===== config.mk =====
export PLATFORM = sky130hd
export DESIGN_NAME = cube_layer_driver_flat
export DESIGN_NICKNAME = d
export VERILOG_FILES = /design/src/rtl/cube_layer_driver_if.sv /design/src/rtl/cube_layer_driver.sv /design/src/flat_wrapper.sv
export SDC_FILE = /design/constraint.sdc
export NUM_CORES = 1
export LEC_CHECK = 0
export CAP_MARGIN = 20
export CORE_AREA = 5 5 377 268
export CTS_CLUSTER_SIZE = 8
export DETAILED_ROUTE_END_ITERATION = 12
export DIE_AREA = 0 0 382 273
export MAX_ROUTING_LAYER = met4
export PLACE_DENSITY_LB_ADDON = 0.12
export SYNTH_ARGS = -nofsm -noshare
export SYNTH_HDL_FRONTEND = slang
export SYNTH_SLANG_ARGS = --single-unit

===== constraint.sdc =====
create_clock -name Clk -period 9.14 [get_ports Clk]
set_clock_uncertainty 0.2 [all_clocks]
set_input_delay 1.828 -clock Clk [delete_from_list [all_inputs] [get_ports Clk]]
set_output_delay 1.828 -clock Clk [all_outputs]
set_load 0.1 [all_outputs]

===== src/rtl/cube_layer_driver_if.sv =====
// cube_layer_driver_if: frame input and cube board pins of cube_layer_driver
interface cube_layer_driver_if;
    logic [511:0] Cells;
    logic         FrameStrobe;
    logic         FrameTaken;
    logic         SerData;
    logic         SerClk;
    logic         Latch;
    logic [7:0]   LayerEn;

    modport master (
        output Cells, FrameStrobe,
        input  FrameTaken, SerData, SerClk, Latch, LayerEn
    );

    modport slave (
        input  Cells, FrameStrobe,
        output FrameTaken, SerData, SerClk, Latch, LayerEn
    );
endinterface


===== src/rtl/cube_layer_driver.sv =====
// cube_layer_driver: double-buffers 512-bit cube frames and scans them out one y-layer at a time
// through an external shift/storage register pair with one-hot layer enables.
module cube_layer_driver #(
    parameter int CLK_DIV      = 4,
    parameter int BLANK_CYCLES = 16,
    parameter int LAYER_HOLD   = 1024
) (
    input logic               Clk,
    input logic               Reset,
    cube_layer_driver_if.slave io
);
    localparam logic [2:0] LOAD  = 3'd0;
    localparam logic [2:0] SHIFT = 3'd1;
    localparam logic [2:0] BLANK = 3'd2;
    localparam logic [2:0] LATCH = 3'd3;
    localparam logic [2:0] HOLD  = 3'd4;

    localparam int TMAX_DB = (CLK_DIV > BLANK_CYCLES) ? CLK_DIV : BLANK_CYCLES;
    localparam int TMAX    = (TMAX_DB > LAYER_HOLD) ? TMAX_DB : LAYER_HOLD;
    localparam int TW      = (TMAX > 1) ? $clog2(TMAX) : 1;

    localparam logic [TW-1:0] DIV_LAST   = TW'(CLK_DIV - 1);
    localparam logic [TW-1:0] BLANK_LAST = TW'(BLANK_CYCLES - 1);
    localparam logic [TW-1:0] HOLD_LAST  = TW'(LAYER_HOLD - 1);

    logic [2:0]    state;
    logic [511:0]  pend_buf;
    logic [511:0]  act_buf;
    logic          pend_flag;
    logic [2:0]    layer;
    logic [5:0]    bit_idx;
    logic          phase;
    logic [TW-1:0] timer;
    logic          last_data;
    logic          cur_bit;
    logic          take;
    logic          tdone;

    assign take = (state == LOAD) && pend_flag;

    // Shift order r = x + 8*z maps onto the frame index {z, y, x}
    assign cur_bit = act_buf[{bit_idx[5:3], layer, bit_idx[2:0]}];

    always_comb begin
        tdone = (state == SHIFT) ? (timer == DIV_LAST) :
                (state == BLANK) ? (timer == BLANK_LAST) :
                (state == HOLD)  ? (timer == HOLD_LAST) : 1'b0;
    end

    assign io.FrameTaken = take;
    assign io.SerData    = (state == SHIFT) ? cur_bit : last_data;
    assign io.SerClk     = (state == SHIFT) && phase;
    assign io.Latch      = (state == LATCH);
    assign io.LayerEn    = (state == HOLD) ? (8'd1 << layer) : 8'h00;

    // A strobe coinciding with the copy keeps the new frame pending
    always_ff @(posedge Clk or negedge Reset) begin
        if (!Reset) begin
            pend_buf  <= '0;
            act_buf   <= '0;
            pend_flag <= 1'b0;
        end else begin
            if (io.FrameStrobe) pend_buf <= io.Cells;
            if (take) act_buf <= pend_buf;
            pend_flag <= io.FrameStrobe || (pend_flag && !take);
        end
    end

    always_ff @(posedge Clk or negedge Reset) begin
        if (!Reset) begin
            state     <= LOAD;
            layer     <= 3'd0;
            bit_idx   <= 6'd63;
            phase     <= 1'b0;
            timer     <= '0;
            last_data <= 1'b0;
        end else begin
            if (state == SHIFT) last_data <= cur_bit;
            case (state)
                LOAD: begin
                    state   <= SHIFT;
                    bit_idx <= 6'd63;
                    phase   <= 1'b0;
                end
                SHIFT: begin
                    timer <= tdone ? '0 : timer + 1'b1;
                    if (tdone) begin
                        phase <= !phase;
                        if (phase && bit_idx == 6'd0) state <= BLANK;
                        else if (phase) bit_idx <= bit_idx - 1'b1;
                    end
                end
                BLANK: begin
                    timer <= tdone ? '0 : timer + 1'b1;
                    if (tdone) state <= LATCH;
                end
                LATCH: state <= HOLD;
                HOLD: begin
                    timer <= tdone ? '0 : timer + 1'b1;
                    if (tdone) begin
                        layer   <= layer + 1'b1;
                        state   <= (layer == 3'd7) ? LOAD : SHIFT;
                        bit_idx <= 6'd63;
                        phase   <= 1'b0;
                    end
                end
                default: state <= LOAD;
            endcase
        end
    end
endmodule


===== src/flat_wrapper.sv =====
// flat-port wrapper written by rule: the top's interface ports become plain ports
module cube_layer_driver_flat 
#(
    parameter int CLK_DIV      = 4,
    parameter int BLANK_CYCLES = 16,
    parameter int LAYER_HOLD   = 1024
)
  (Clk, Reset, io_Cells, io_FrameStrobe, io_FrameTaken, io_SerData, io_SerClk, io_Latch, io_LayerEn);
  cube_layer_driver_if io_i ();
  input logic Clk;
  input logic Reset;
  input wire logic [$bits(io_i.Cells)-1:0] io_Cells;
  input wire logic [$bits(io_i.FrameStrobe)-1:0] io_FrameStrobe;
  output wire logic [$bits(io_i.FrameTaken)-1:0] io_FrameTaken;
  output wire logic [$bits(io_i.SerData)-1:0] io_SerData;
  output wire logic [$bits(io_i.SerClk)-1:0] io_SerClk;
  output wire logic [$bits(io_i.Latch)-1:0] io_Latch;
  output wire logic [$bits(io_i.LayerEn)-1:0] io_LayerEn;
  assign io_i.Cells = io_Cells;
  assign io_i.FrameStrobe = io_FrameStrobe;
  assign io_FrameTaken = io_i.FrameTaken;
  assign io_SerData = io_i.SerData;
  assign io_SerClk = io_i.SerClk;
  assign io_Latch = io_i.Latch;
  assign io_LayerEn = io_i.LayerEn;
  cube_layer_driver #(.CLK_DIV(CLK_DIV), .BLANK_CYCLES(BLANK_CYCLES), .LAYER_HOLD(LAYER_HOLD)) u_core (.Clk(Clk), .Reset(Reset), .io(io_i));
endmodule

==> results of run 1 <==
synth_stat cells, drive strengths merged, types with 3 or more instances:
| cell | number |
|---|---|
| xnor2 | 6 |
| dfrtp | 1043 |
| nor2b | 10 |
| nand2 | 28 |
| nor4 | 5 |
| mux2 | 1036 |
| mux2i | 12 |
| a22o | 3 |
| o22ai | 8 |
| buf | 56 |
| nor2 | 28 |
| or2 | 4 |
| a22oi | 28 |
| o31ai | 4 |
| ha | 9 |
| and3 | 14 |
| xor2 | 5 |
| o21ai | 7 |
| nand4 | 7 |
| nand3 | 8 |
| nor3 | 11 |
| inv | 9 |
| o211ai | 5 |
| a211oi | 6 |
| and2 | 5 |
| a221oi | 4 |
| or3 | 4 |
| nand2b | 7 |
| clkbuf | 110 |
| dfstp | 6 |
| a21o | 3 |
| a31oi | 8 |
| mux4 | 124 |
| a21oi | 19 |
power breakdown:
group	internal, mW	total (mW)	switching (mW)
Sequential	5.00	5.23	0.230
Combinational	0.537	0.844	0.307
Clock	2.94	4.82	1.88
metal layers:
metal  vias up  GRT usage, %
li1      10851             -
met5         -             -
met1     13182         31.25
met4         0         7.555
met3       176         4.702
met2       636         35.74
worst max path at each step:
stage | from | end | slack, ps
after floorplan | u_core.bit_idx[0] | io_SerData | 4210
after global placement | u_core.bit_idx[0] | io_SerData | 1910
after detailed placement | u_core.bit_idx[0] | io_SerData | 1780
after CTS | u_core.bit_idx[0] | io_SerData | 960
after global routing | u_core.bit_idx[0] | io_SerData | 920
final | u_core.bit_idx[1] | io_SerData | 1220
cell type report:
type,count,area [um2],share of cell area [%]
multi-input combinational,1439,16290,30.28
timing repair buffer,555,5658,10.52
clock inverter,5,43.79,0.08140
clock buffer,171,3896,7.242
tap,1274,1594,2.963
inverter,9,33.78,0.06279
sequential,1049,26270,48.83
antenna,6,15.01,0.02791
cell families (layout without fill, tap and decap cells):
family	Yosys count	after routing	synth area share (%)
other cells	0	6	0
xor+xnor	11	11	0.2227
fa+ha+maj	9	9	0.2603
flops	1049	1049	60.69
simple gates	141	141	1.706
mux	1172	1172	33.70
buf+inv	175	740	1.724
compound gates	106	106	1.700
state kept, by name, indices dropped and copies added, names as in the netlist:
register,flops
u_core.act_buf,512
u_core.pend_buf,512
u_core.timer,10
u_core.bit_idx,6
u_core.layer,3
u_core.state,3
u_core.last_data,1
u_core.pend_flag,1
u_core.phase,1
per-stage QoR:
| step | hold slack [ps] | std cells |
|---|---|---|
| 6_report | 292.2 | 4508 |
| 5_1_grt | 306.7 | 4503 |
| 4_1_cts | 296.4 | 4498 |
| 3_5_place_dp | 287.6 | 4322 |
| 3_3_place_gp | 281.9 | 4322 |
| 2_1_floorplan | 260.2 | 2663 |
==> key figures, run 1 <==
Drt
  • M1 WL: just over 50,000 um
  • Post-detailed-route via-to-cell ratio: around 5.5
  • Drt pass-1 iters: 7
  • Routed via count: 24,845
  • Wire length per cell: 25.99 um
  • Number of DRC markers after the initial detailed-route iteration: around 1,500
  • Met2 routed wirelength: 56,100 um
  • Uppermost layer routed: met4
  • Total DRC errors in the routed layout: 0
  • Final wirelength: around 120,000 um
  • Met3 wire length: around 6100 um
  • Routed Antenna Nets: 1

Die
  • Ports: roughly 530
  • Initial core utilization: between 40% and 50%
  • Site row count: 96
  • Die width: 382 um
  • Area of the die: approximately 100,000 um2
  • Area of the placeable core: 97,050 um2
  • Die Y-Extent: ~270 um

Global routing
  • Gr ovfl total: 0
  • Antenna violations before repair: 5
  • Vias in the first global route: 27,548
  • Maximum number of pins on one net before global-route repair: 190
  • Global-route wire length before repair: ~180,000 um
  • Global routing usage summed across all routing layers: a little under a quarter

Finish
  • Highest-count cells in the layout ignoring fill and taps: sky130_fd_sc_hd__dfrtp_1 (1,042), sky130_fd_sc_hd__mux2_2 (1,036), sky130_fd_sc_hd__clkdlybuf4s50_1 (524)
  • Area overhead of the layout relative to synthesis: 24.35%
  • Post-route cell area: around 54,000 um2
  • Final core utilization: 55.44%
  • Fraction of layout instances using a drive strength above 1: a little over two fifths
  • Number of fillers in the final layout: 7,705
  • Final net count: around 3,700
  • Most common cell after layout, fill and taps aside: sky130_fd_sc_hd__dfrtp_1

Place
  • HPWL after detailed placement: between 80,000 and 90,000 um
  • Placed Area: 49,750 um2
  • Placement-stage worst setup slack: about 1800 ps
  • Placer congestion estimate: 0.8357
  • PortBufs: 526

Synth
  • Summed instance area of the synthesized netlist: 43,270 um2
  • Number of enable flip-flop cells after synthesis: 0
  • Number of library cell types mapped by synthesis: 53
  • Ys flop type: sky130_fd_sc_hd__dfrtp_1
  • Total nets after synthesis: around 3,200
  • FFs w/ async S/R, synth: 100.0%
  • Sequential element share of the synthesized area: between 60% and 70%
  • #FFs+latches synth: about 1,000
  • Top cell type by total area after synthesis: sky130_fd_sc_hd__dfrtp_1
  • Synth top area cells: sky130_fd_sc_hd__dfrtp_1 (60%), sky130_fd_sc_hd__mux2_2 (27%), sky130_fd_sc_hd__mux4_2 (6.5%)
  • Number of warning messages in the yosys log: 0
  • Number of cells produced by synthesis: ~2,700
  • Post-synthesis average cell area: ~16 um2
  • Synth top area share: about three fifths

Timing
  • Final setup violation count: 0
  • Final Slew Violations: 0
  • Setup ws final: 1216 ps
  • Slew @ Worst Pin: ~1100 ps
  • Setup repair after global routing missed its margin: no
  • Final Cycle Share: slightly below 90%
  • Time the final worst path needs with I/O delays and setup: a little under 8000 ps
  • Setup tns final: 0 ps
  • Endpoints failing hold: 0
  • Headroom to the max-slew limit: between 20% and 30%
  • Maximum clock rate: between 100 and 150 MHz

Setup path
  • Critical path cell sequence: buf_4 > mux4_2 > mux4_2 > o2111a_1 > nor4_1 > nand4_1 > o211a_1 > clkdlybuf4s50_1
  • Endpoint of the most critical register-to-register path: u_core.last_data
  • Worst path arrival time: ~5900 ps
  • Library cell contributing the largest single delay on the critical path: sky130_fd_sc_hd__dfstp_4
  • Number of cells traversed by the worst register-to-register path: 7
  • Delay-heaviest family, CP: buffers and inverters
  • CP Depth: 8
  • Top cell by count, worst path: sky130_fd_sc_hd__mux4_2
  • Kind of start point of the critical path: flop
  • Setup slack of the worst register-to-register path: between 4000 and 5000 ps
  • Type of destination of the critical path: output port
  • Startpoint of the lowest-slack register-to-register path: u_core.bit_idx[1]
  • Worst Path Max Fanout: 67
  • Worst path max stage delay: around 1200 ps
  • Type of the setup path with the least slack: reg -> out
  • Count of buffer and inverter cells on the critical path: 2
  • Required time of the critical path: 7110 ps

Hold path
  • Worst Hold Path EP: u_core.act_buf[480]
  • Min-delay worst type: reg -> reg
  • Min-Delay Path Depth: 1
  • Hold wc startpoint: u_core.pend_buf[480]

Clocking
  • Clock tree from TritonCTS: done
  • Bufs on Longest Clock Path: 3
  • Post-CTS Repair Setup Buffers: 0
  • Number of levels the H-tree was split into: 4
  • Number of CTS-inserted buffers: about 150
  • Clock sink count: between 1,000 and 1,500
  • Cells resized by post-CTS repair: 0
  • Clock slew at reported path FFs: around 50 ps
  • Clock Root Buffer: sky130_fd_sc_hd__clkbuf_16
  • Number of buffers added to fix hold violations after cts: 0
  • Worst-skew pair later-pin latency: about 720 ps

Outcome
  • Outcome: finished, violations left
  • Failing checks: antenna violations

Power
  • Power Dens Cells: between 200 and 250 nW/um2
  • Leakage component of the power: about 23 nW
  • Largest vdd supply drop: 0.1225 mV
  • Tot Pwr: between 10 and 15 mW

Flow run
  • Max cap viols: 0
Power figures use the tool's default switching activity.
==> run 2, diff against run 1 <==
--- a/config.mk
+++ b/config.mk
@@ -11,7 +11,7 @@
 export DETAILED_ROUTE_END_ITERATION = 12
 export DIE_AREA = 0 0 382 273
 export MAX_ROUTING_LAYER = met4
-export PLACE_DENSITY_LB_ADDON = 0.12
+export PLACE_DENSITY = 0.7
 export SYNTH_ARGS = -nofsm -noshare
 export SYNTH_HDL_FRONTEND = slang
 export SYNTH_SLANG_ARGS = --single-unit
==> run 2 against run 1 <==
- the run now ends clean
- cell count down 0.16%
- via count increased by 1.4%
- design area hardly changed
- largest cell class unchanged
==> key figures, run 2 (synthesized netlist as in run 1, its figures left out) <==
Outcome
  • Outcome: completed (was finished, violations left)

Timing
  • Endpoints failing hold: 0 (unchanged)
  • Final Slew Violations: 0 (unchanged)
  • Headroom to the max-slew limit: 9.068% (was 24.65%)
  • Slew @ Worst Pin: 1364 ps (was 1116 ps)
  • Maximum clock rate: 130.4 MHz (was 126.2 MHz)
  • Time the final worst path needs with I/O delays and setup: 7669 ps (was 7924 ps)
  • Setup tns final: 0 ps (unchanged)
  • Final Cycle Share: 83.90% (was 86.69%)
  • Setup repair after global routing missed its margin: no (unchanged)
  • Final setup violation count: 0 (unchanged)

Setup path
  • Kind of start point of the critical path: flop (unchanged)
  • Type of the setup path with the least slack: reg -> out (unchanged)
  • Delay-heaviest family, CP: buffers and inverters (unchanged)
  • Startpoint of the lowest-slack register-to-register path: u_core.bit_idx[0] (was u_core.bit_idx[1])
  • Launching instance or port of the critical path: u_core.bit_idx[0] (was u_core.bit_idx[1])
  • Worst path max stage delay: 1120 ps (was 1240 ps)
  • Required time of the critical path: 7110 ps (about the same)
  • Critical path cell sequence: buf_4 > mux4_2 > mux4_2 > o2111a_1 > nor4_1 > nand4_1 > o211a_1 > clkdlybuf4s50_1 (unchanged)
  • Library cell contributing the largest single delay on the critical path: sky130_fd_sc_hd__dfstp_4 (unchanged)
  • Top cell by count, worst path: sky130_fd_sc_hd__mux4_2 (unchanged)
  • Count of buffer and inverter cells on the critical path: 2 (unchanged)
  • Setup slack of the worst register-to-register path: 4880 ps (was 4640 ps)
  • Worst path arrival time: 5640 ps (was 5900 ps)
  • Type of destination of the critical path: output port (unchanged)
  • Worst Path Max Fanout: 44 (was 67)

Clocking
  • Number of levels the H-tree was split into: 4 (unchanged)
  • Cells resized by post-CTS repair: 0 (unchanged)
  • Clock Root Buffer: sky130_fd_sc_hd__clkbuf_16 (unchanged)
  • Clock sink count: 1,049 (unchanged)
  • Clock slew at reported path FFs: 50 ps (about the same)
  • Number of buffers added to fix hold violations after cts: 0 (unchanged)
  • Worst-skew pair later-pin latency: 740 ps (was 720 ps)
  • Number of CTS-inserted buffers: 149 (unchanged)
  • Post-CTS Repair Setup Buffers: 0 (unchanged)
  • Bufs on Longest Clock Path: 3 (unchanged)
  • Clock tree from TritonCTS: done (unchanged)

Drt
  • Total DRC errors in the routed layout: 0 (unchanged)
  • Drt pass-1 iters: 5 (was 7)
  • Number of DRC markers after the initial detailed-route iteration: 1,748 (was 1,453)
  • Wire length per cell: 25.80 um (was 25.99 um)
  • Routed via count: 25,196 (was 24,845)
  • Routed Antenna Nets: 0 (was 1)
  • Post-detailed-route via-to-cell ratio: 5.598 (was 5.511)
  • Final wirelength: 116,100 um (was 117,200 um)

Finish
  • Final core utilization: 55.47% (was 55.44%)
  • Multi-input gate area in the final layout: 16,290 um2 (unchanged)
  • Largest registers in the final layout: u_core.act_buf (512), u_core.pend_buf (512), u_core.timer (10) (unchanged)
  • Area overhead of the layout relative to synthesis: 24.43% (was 24.35%)
  • Number of fillers in the final layout: 7,530 (was 7,705)
  • Fraction of layout instances using a drive strength above 1: 42.41% (was 42.32%)
  • Footprint of the flip-flops and latches: 26,270 um2 (unchanged)
  • Highest-count cells in the layout ignoring fill and taps: sky130_fd_sc_hd__dfrtp_1 (1,042), sky130_fd_sc_hd__mux2_2 (1,036), sky130_fd_sc_hd__clkdlybuf4s50_1 (524) (unchanged)
  • Most common cell after layout, fill and taps aside: sky130_fd_sc_hd__dfrtp_1 (unchanged)
  • Final net count: 3,722 (was 3,727)

Global routing
  • Maximum number of pins on one net before global-route repair: 202 (was 190)
  • GR met2 Demand/Resource: 35.84% (was 35.74%)
  • Vias in the first global route: 27,518 (was 27,548)
  • Global-route wire length before repair: 175,700 um (was 176,800 um)
  • Gr ovfl total: 0 (unchanged)
  • Most used routing layer: met2 (unchanged)
  • Met1 usage in global routing: 31.21% (was 31.25%)
  • Met3 usage: 4.597% (was 4.702%)
  • Global routing usage summed across all routing layers: 23.00% (was 23.21%)
  • Antenna violations before repair: 3 (was 5)

Power
  • Combinational power share: 7.7% (about the same)
  • Power dissipated by switching net loads: 2.468 mW (was 2.417 mW)
  • Switching power share of the total: 22.47% (was 22.19%)
  • Largest vdd supply drop: 0.1235 mV (was 0.1225 mV)
  • Power Dens Cells: 204.0 nW/um2 (was 202.5 nW/um2)
  • Flop pwr share: 47.8% (was 48.0%)
  • Leakage component of the power: 22.99 nW (was 22.97 nW)
  • P_int: 8.515 mW (was 8.479 mW)
  • Clock network power share: 44.6% (was 44.3%)

Die
  • Area of the placeable core: 97,050 um2 (unchanged)
  • Initial core utilization: 44.58% (unchanged)
  • Ports: 527 (unchanged)
  • Area of the die: 104,300 um2 (unchanged)
  • Die width: 382 um (unchanged)
  • Die Y-Extent: 273 um (unchanged)
  • Site row count: 96 (unchanged)

Place
  • HPWL after detailed placement: 80,780 um (was 81,120 um)
  • Placer congestion estimate: 0.8377 (was 0.8357)
  • PortBufs: 526 (unchanged)

Hold path
  • Min-delay worst type: reg -> reg (unchanged)
  • Hold wc startpoint: u_core.pend_buf[322] (was u_core.pend_buf[480])

Flow run
  • Max cap viols: 0 (unchanged)
run 2: cell count changes in the layout (fill, tap and decap cells not counted):
| cell | before | now |
|---|---|---|
| sky130_fd_sc_hd__clkbuf_1 | 18 | 14 |
| sky130_fd_sc_hd__inv_16 | 0 | 1 |
| sky130_fd_sc_hd__clkbuf_8 | 0 | 3 |
| sky130_fd_sc_hd__buf_4 | 17 | 13 |
| sky130_fd_sc_hd__diode_2 | 6 | 1 |
| sky130_fd_sc_hd__clkinv_4 | 1 | 0 |
| sky130_fd_sc_hd__buf_16 | 2 | 1 |
| sky130_fd_sc_hd__clkinv_8 | 0 | 4 |
run 2: per-layer routing:
| metal | vias to the layer above | wire length (um) |
|---|---|---|
| met5 | - | 0 |
| met4 | 0 | 2552 |
| met3 | 165 | 6566 |
| met2 | 775 | 56010 |
| met1 | 13408 | 50990 |
| li1 | 10848 | - |
run 2: path summary, 6_finish.rpt:
kind	end	depth (start not counted)
setup / recovery	io_SerData	8
hold / removal	u_core.act_buf[322]	1
setup reg to reg	u_core.last_data	7
hold reg to reg	u_core.act_buf[322]	1
max in group asynchronous	u_core.act_buf[233]	3
min in group asynchronous	u_core.pend_buf[377]	1
run 2: area by class of cell:
cell class | count | share of cell area (%)
sequential | 1049 | 48.80
antenna | 1 | 0.004648
clock buffer | 170 | 7.286
multi-input combinational | 1439 | 30.26
clock inverter | 9 | 0.2231
inverter | 9 | 0.06275
timing repair buffer | 550 | 10.40
tap | 1274 | 2.961
run 2: power groups by stage:
stage	Combinational, mW	Sequential [mW]	Clock (mW)
final	0.841	5.25	4.89
after global routing	0.915	5.27	5.22
after CTS	0.856	5.24	5.02
after detailed placement	0.847	5.31	0
after global placement	0.821	5.31	0
after floorplan	0.433	5.17	0
run 2: stage by stage:
stage / instance area [um2] / hold WS [ps] / setup slack (ps) / total power, mW / std cells
floorplan: 43270 / 260.2 / 4205 / 5.607 / 2663
global placement: 49760 / 283.8 / 2183 / 6.128 / 4320
detailed placement: 49760 / 288.0 / 2129 / 6.162 / 4320
CTS: 53800 / 296.5 / 1289 / 11.12 / 4499
global route: 53830 / 310.8 / 1197 / 11.41 / 4500
finish: 53830 / 294.7 / 1471 / 10.98 / 4501
